==> config.mk <==
export PLATFORM = sky130hd
export DESIGN_NAME = ai_accel_wb_arbiter
export DESIGN_NICKNAME = d
export VERILOG_FILES = /design/src/rtl/ai_accel_pkg.sv /design/src/rtl/ai_accel_wb_arbiter_timer.sv /design/src/rtl/ai_accel_wb_arbiter.sv
export SDC_FILE = /design/constraint.sdc
export NUM_CORES = 1
export LEC_CHECK = 0
export BUFFER_PORTS_ARGS = -buffer_cell sky130_fd_sc_hd__buf_2
export CAP_MARGIN = 0
export CORE_ASPECT_RATIO = 1.5
export CORE_MARGIN = 2
export CORE_UTILIZATION = 25
export CTS_CLUSTER_SIZE = 20
export DETAILED_ROUTE_END_ITERATION = 10
export PLACE_DENSITY = 0.46
export SYNTH_ARGS = -nofsm -noshare
export SYNTH_HDL_FRONTEND = slang
export SYNTH_HIERARCHICAL = 1
export SYNTH_SLANG_ARGS = --single-unit
==> constraint.sdc <==
create_clock -name wb_clk_i -period 2.5 [get_ports wb_clk_i]
set_input_delay 0.75 -clock wb_clk_i [delete_from_list [all_inputs] [get_ports wb_clk_i]]
set_output_delay 0.75 -clock wb_clk_i [all_outputs]
set_load 0.05 [all_outputs]
==> src/rtl/ai_accel_pkg.sv <==
// rtl/ai_accel_pkg.sv - shared types and register map constants for the AI accelerator
package ai_accel_pkg;

    typedef enum logic [1:0] {
        ST_IDLE = 2'd0,
        ST_FWD  = 2'd1,
        ST_RESP = 2'd2
    } wb_state_e;

    localparam logic [1:0] PFX_OP = 2'b00;
    localparam logic [1:0] PFX_A  = 2'b01;
    localparam logic [1:0] PFX_B  = 2'b10;
    localparam logic [1:0] PFX_C  = 2'b11;

    localparam logic [3:0] OP_CODE = 4'd0;
    localparam logic [3:0] OP_GO   = 4'd5;

    localparam logic [31:0] GO_VALUE = 32'hFFFF_FFFF;

    // True when the address selects the operation-code register of the op block.
    function automatic logic is_op_code(input logic [1:0] pfx, input logic [3:0] idx);
        return (pfx == PFX_OP) && (idx == OP_CODE);
    endfunction

endpackage

==> src/rtl/ai_accel_wb_arbiter_timer.sv <==
// rtl/ai_accel_wb_arbiter_timer.sv - saturating idle counter that force-releases a stale job lock
module ai_lock_timer #(
    parameter int LOCK_TIMEOUT = 1024
) (
    input  logic clk_i,
    input  logic rst_ni,
    input  logic lock_i,
    input  logic clear_i,
    output logic expire_o
);

    localparam int CW = (LOCK_TIMEOUT > 2) ? $clog2(LOCK_TIMEOUT) : 1;
    localparam logic [CW-1:0] LAST = CW'(LOCK_TIMEOUT - 1);

    logic [CW-1:0] cnt_q;
    logic [CW-1:0] cnt_d;

    // Next count: zero when unlocked or cleared, otherwise count up and stick at LAST.
    always_comb begin
        cnt_d = cnt_q;
        if (!lock_i || clear_i) begin
            cnt_d = '0;
        end else if (cnt_q != LAST) begin
            cnt_d = cnt_q + 1'b1;
        end
    end

    // Counter register.
    always_ff @(posedge clk_i) begin
        if (!rst_ni) begin
            cnt_q <= '0;
        end else begin
            cnt_q <= cnt_d;
        end
    end

    assign expire_o = lock_i && !clear_i && (cnt_q == LAST);

endmodule

==> src/rtl/ai_accel_wb_arbiter.sv <==
// rtl/ai_accel_wb_arbiter.sv - two-master Wishbone arbiter with job lock in front of the accelerator
module ai_accel_wb_arbiter
    import ai_accel_pkg::*;
#(
    parameter int ADDR_W       = 32,
    parameter int DATA_W       = 32,
    parameter int LOCK_TIMEOUT = 1024
) (
    input  logic              wb_clk_i,
    input  logic              wb_rst_i,
    input  logic [ADDR_W-1:0] m0_addr_i,
    input  logic              m0_we_i,
    input  logic [DATA_W-1:0] m0_data_i,
    input  logic              m0_stb_i,
    output logic              m0_ack_o,
    output logic [DATA_W-1:0] m0_data_o,
    input  logic [ADDR_W-1:0] m1_addr_i,
    input  logic              m1_we_i,
    input  logic [DATA_W-1:0] m1_data_i,
    input  logic              m1_stb_i,
    output logic              m1_ack_o,
    output logic [DATA_W-1:0] m1_data_o,
    output logic [ADDR_W-1:0] s_addr_o,
    output logic              s_we_o,
    output logic [DATA_W-1:0] s_data_o,
    output logic              s_stb_o,
    input  logic              s_ack_i,
    input  logic [DATA_W-1:0] s_data_i,
    output logic              lock_valid_o,
    output logic              lock_owner_o
);

    wb_state_e         state_q;
    logic              last_grant_q;
    logic              lock_valid_q;
    logic              lock_owner_q;
    logic [ADDR_W-1:0] s_addr_q;
    logic              s_we_q;
    logic [DATA_W-1:0] s_data_q;
    logic              s_stb_q;
    logic              m0_ack_q;
    logic              m1_ack_q;
    logic [DATA_W-1:0] m0_data_q;
    logic [DATA_W-1:0] m1_data_q;

    logic elig0;
    logic elig1;
    logic grant_valid;
    logic grant_idx;
    logic op_hit;
    logic timer_clear;
    logic lock_expire;

    // Eligibility and round-robin pick; a held lock masks the non-owner.
    always_comb begin
        elig0       = m0_stb_i && (!lock_valid_q || !lock_owner_q);
        elig1       = m1_stb_i && (!lock_valid_q ||  lock_owner_q);
        grant_valid = elig0 || elig1;
        if (elig0 && elig1) begin
            grant_idx = ~last_grant_q;
        end else begin
            grant_idx = elig1;
        end
    end

    assign op_hit      = is_op_code(s_addr_q[ADDR_W-1 -: 2], s_addr_q[3:0]);
    assign timer_clear = (state_q != ST_IDLE) || (lock_owner_q ? m1_stb_i : m0_stb_i);

    ai_lock_timer #(
        .LOCK_TIMEOUT (LOCK_TIMEOUT)
    ) u_lock_timer (
        .clk_i    (wb_clk_i),
        .rst_ni   (wb_rst_i),
        .lock_i   (lock_valid_q),
        .clear_i  (timer_clear),
        .expire_o (lock_expire)
    );

    // Arbitration FSM: grant in IDLE, wait for the accelerator in FWD, pulse the ack in RESP.
    always_ff @(posedge wb_clk_i) begin
        if (!wb_rst_i) begin
            state_q      <= ST_IDLE;
            last_grant_q <= 1'b1;
            lock_valid_q <= 1'b0;
            lock_owner_q <= 1'b0;
            s_addr_q     <= '0;
            s_we_q       <= 1'b0;
            s_data_q     <= '0;
            s_stb_q      <= 1'b0;
            m0_ack_q     <= 1'b0;
            m1_ack_q     <= 1'b0;
            m0_data_q    <= '0;
            m1_data_q    <= '0;
        end else begin
            if (lock_expire) begin
                lock_valid_q <= 1'b0;
            end
            case (state_q)
                ST_IDLE: begin
                    m0_ack_q <= 1'b0;
                    m1_ack_q <= 1'b0;
                    if (grant_valid) begin
                        s_addr_q     <= grant_idx ? m1_addr_i : m0_addr_i;
                        s_we_q       <= grant_idx ? m1_we_i   : m0_we_i;
                        s_data_q     <= grant_idx ? m1_data_i : m0_data_i;
                        s_stb_q      <= 1'b1;
                        last_grant_q <= grant_idx;
                        state_q      <= ST_FWD;
                    end
                end
                ST_FWD: begin
                    if (s_ack_i) begin
                        s_stb_q <= 1'b0;
                        if (last_grant_q) begin
                            m1_ack_q  <= 1'b1;
                            m1_data_q <= s_data_i;
                        end else begin
                            m0_ack_q  <= 1'b1;
                            m0_data_q <= s_data_i;
                        end
                        if (s_we_q && op_hit) begin
                            if (!lock_valid_q) begin
                                lock_valid_q <= 1'b1;
                                lock_owner_q <= last_grant_q;
                            end else if ((lock_owner_q == last_grant_q) && (s_data_q == '0)) begin
                                lock_valid_q <= 1'b0;
                            end
                        end
                        state_q <= ST_RESP;
                    end
                end
                ST_RESP: begin
                    m0_ack_q <= 1'b0;
                    m1_ack_q <= 1'b0;
                    state_q  <= ST_IDLE;
                end
                default: begin
                    state_q <= ST_IDLE;
                end
            endcase
        end
    end

    assign s_addr_o     = s_addr_q;
    assign s_we_o       = s_we_q;
    assign s_data_o     = s_data_q;
    assign s_stb_o      = s_stb_q;
    assign m0_ack_o     = m0_ack_q;
    assign m1_ack_o     = m1_ack_q;
    assign m0_data_o    = m0_data_q;
    assign m1_data_o    = m1_data_q;
    assign lock_valid_o = lock_valid_q;
    assign lock_owner_o = lock_owner_q;

endmodule

==> results.cfg <==
[run_status]
status = finished, final reports clean

[power_and_ir_drop]
vdd_ir_drop_max_uv = 488
power_density_nw_per_um2 = 813
leakage_uw = 0.00401
power_uw = 7180
internal-power_uw = 4890
power_frac_comb_pct = 22.3
power.switching_uw = 2290
clockPowerShare_pct = 41.2
swShare_pct = 31.9
p_seq_share_pct = 36.5

[worst_setup_path]
crit_path_end_kind = flip-flop
cp_data_required_time_ns = 2.75
reg2reg_depth = 4
start_kind = flip-flop
worstPathArrival_ns = 2.33
cp_max_fo = 65
regToRegEndpoint = s_addr_o[21]$_SDFFE_PN0P_
crit_type = flip-flop to flip-flop
regToRegSetupSlack_ns = 0.42
r2r_start = state_q[0]$_SDFFE_PN0P_

[sta]
hold_violations = 0
drv_slew = 0
worstMarginPinSlew_ns = 1.05
max_freq_mhz = 481
layout_setup_ws_ns = 0.423
skew_ns = 0.00770
setup_tns_ns = 0
slew_headroom_pct = 30.2
hold_ws_ns = 0.450
timing.final.crit_period_ns = 2.08
setup_viol = 0
finalCritPeriodShare_pct = 83.1
rsz0062_at_grt = no

[synthesis]
synth_edf_count = 0
ys_ff_latch = 147
ys.flop_type = dfxtp_1
ys_types = 43
ys_seq_area_share_pct = 45.8
syn_inst = 694
yosysWarnings = 6
synthArstFlopShare_pct = 0
syn_area_um2 = 6420
synth_nets = 862
avgSynthCellArea_um2 = 9.25

[clock_tree]
cts_sinks = 147
cts_root_buf = clkbuf_16
cts_setup_buffers = 0
clock_path_buffers = 2
cts-buffers-inserted = 17
worstSkewPairLatency_ns = 0.42
cts_hold_buf = 0
htreeDepth = 4
cts_tree = built
path_clk_slew_ns = 0.06
cts.repair.resized = 0

[route]
postRouteAntennaNets = 0
viasPerCell = 4.65
vias = 6057
drc = 0
dr.first_iter.drc_count = 244
wl_per_cell_um = 16.6
dr.pass1.iters = 4
totalWireLength_mm = 21.7

[die]
core_um2 = 25100
rows = 71
die_area_um2 = 27000
die_width_um = 135
start_util_pct = 25.5
dieHeight_um = 200
pin_count = 301

[global_routing]
antenna_found_initial = 0
grt_pass1_vias = 6000
track_usage_pct = 15.8
grt_max_degree = 93
overflow = 0
grt_pass1_wl_mm = 33.7

[layout]
layout-drive-gt1-share_pct = 41.4
antenna_cells = 0
syn_to_final_growth_pct = 37.5
nets = 1131
final_area_um2 = 8830

[place]
port-buffer-count = 300
post-place-ws_ns = 0.224
dpl_cell_area_um2 = 8160
finalWeightedCongestion = 0.765
dp_hpwl_mm = 15.2

[hold_path]
worstHoldStart = m0_data_o[24]$_SDFFE_PN0P_
hold_path.class = flip-flop to flip-flop
min_path_cells = 2
whs_endpoint = m0_data_o[24]$_SDFFE_PN0P_

[flow_run]
cap_viol_max_count = 0
[layer usage]
metal	share of wire (%)	GRT usage (%)	vias up	wire, µm
met1	40	18.4	2799	8690
met3	7.4	4.48	22	1600
li1	-	-	3018	-
met4	2.1	5.71	0	447
met5	0	0	-	0
met2	50	27.3	218	10900
[worst max path at each step]
stage                                           end                      start  cells after the start  slack, ns
after floorplan           s_data_o[20]$_SDFFE_PN0P_  lock_owner_o$_SDFFE_PN0P_                      6       0.67
after global placement     s_data_o[2]$_SDFFE_PN0P_                   m1_stb_i                      4       0.26
after detailed placement  s_addr_o[21]$_SDFFE_PN0P_                   m1_stb_i                      4       0.22
after CTS                              lock_valid_o    lock_valid_o$_SDFF_PN0_                      1       0.39
after global routing      s_data_o[11]$_SDFFE_PN0P_    state_q[0]$_SDFFE_PN0P_                      4       0.29
final                     s_addr_o[21]$_SDFFE_PN0P_    state_q[0]$_SDFFE_PN0P_                      4       0.42
[cells in the mapped netlist (2+ instances only)]
library cell | number | area (µm²)
a31oi_1 | 6 | 37.5
o21ai_0 | 6 | 30.0
a211oi_1 | 15 | 113
and3b_1 | 2 | 17.5
a21oi_1 | 135 | 676
nor3_1 | 4 | 20.0
nor4_1 | 11 | 68.8
buf_6 | 6 | 67.6
or3_1 | 2 | 12.5
a211oi_2 | 50 | 626
clkbuf_1 | 29 | 109
and3_1 | 4 | 25.0
nand4_1 | 2 | 12.5
nand3_1 | 8 | 40.0
nand2_1 | 142 | 533
nor2_1 | 4 | 15.0
buf_2 | 15 | 75.1
mux2i_1 | 68 | 681
nand3b_1 | 4 | 30.0
dfxtp_1 | 147 | 2940
buf_4 | 10 | 75.1
nor4b_1 | 2 | 17.5
buf_1 | 2 | 7.51
[metrics by stage]
| step | cells | util [%] |
|---|---|---|
| global route | 1303 | 35.1 |
| CTS | 1303 | 35.1 |
| detailed placement | 1272 | 32.5 |
| floorplan | 694 | - |
| finish | 1303 | 35.1 |
| global placement | 1272 | 32.5 |
[registers in the layout (all words and copies together) (netlist names)]
name / cells
m0_data_o: 32
m1_data_o: 32
s_addr_o: 32
s_data_o: 32
u_lock_timer/cnt_q: 10
state_q: 2
last_grant_q: 1
lock_owner_o: 1
lock_valid_o: 1
m0_ack_o: 1
m1_ack_o: 1
s_stb_o: 1
s_we_o: 1
[area by class of cell]
type,instances,area [µm²]
Fill cell,2612,16300
Multi-Input combinational cell,484,3160
Sequential cell,147,2940
Timing Repair Buffer,312,1640
Clock buffer,20,447
Tap cell,328,410
Clock inverter,11,224
Inverter,1,6.26
[logic make-up (layout without fill, tap and decap cells)]
| kind of cell | Yosys count | in the layout | share of synthesized area, % |
|---|---|---|---|
| AOI/OAI and AO/OA | 219 | 219 | 24.1 |
| DFF | 147 | 147 | 45.8 |
| adders and majority gates | 1 | 1 | 0.195 |
| xor gates and xnor gates | 1 | 1 | 0.136 |
| and+or+nand+nor | 195 | 195 | 13.9 |
| buffers and inverters | 63 | 344 | 5.26 |
| muxes | 68 | 68 | 10.6 |
[power by group through the flow]
stage / logic (µW) / clock network, µW / registers [µW]
2_1_floorplan: 614 / 0 / 3210
3_3_place_gp: 1600 / 0 / 2670
3_5_place_dp: 1610 / 0 / 2670
4_1_cts: 1620 / 3050 / 2620
5_1_grt: 1700 / 3150 / 2640
6_report: 1600 / 2960 / 2620
[critical path, stage by stage, from the launching register on]
cell and delay (ns):
dfxtp_1 0.35, nor2_1 0.31, o21a_2 0.21, and2_4 0.83
a211oi_2 0.16
[cells in the final DEF (no fill, tap or decap), drive strengths merged, types with 2 or more instances in the layout]
cell	synthesis	routed
a31oi	6	6
nand4	2	2
nand2b	2	2
and3	5	5
nor2	4	4
nand2	142	142
nand3b	4	4
nand3	9	9
nor3	4	4
and3b	2	2
and2	2	2
bufinv	0	6
a21oi	135	135
nor4b	2	2
o21ai	6	6
or3	2	2
nor4	11	11
a211oi	65	65
clkinv	0	3
inv	1	3
mux2i	68	68
clkbuf	29	20
buf	33	312
dfxtp	147	147
Power figures use the tool's default switching activity.
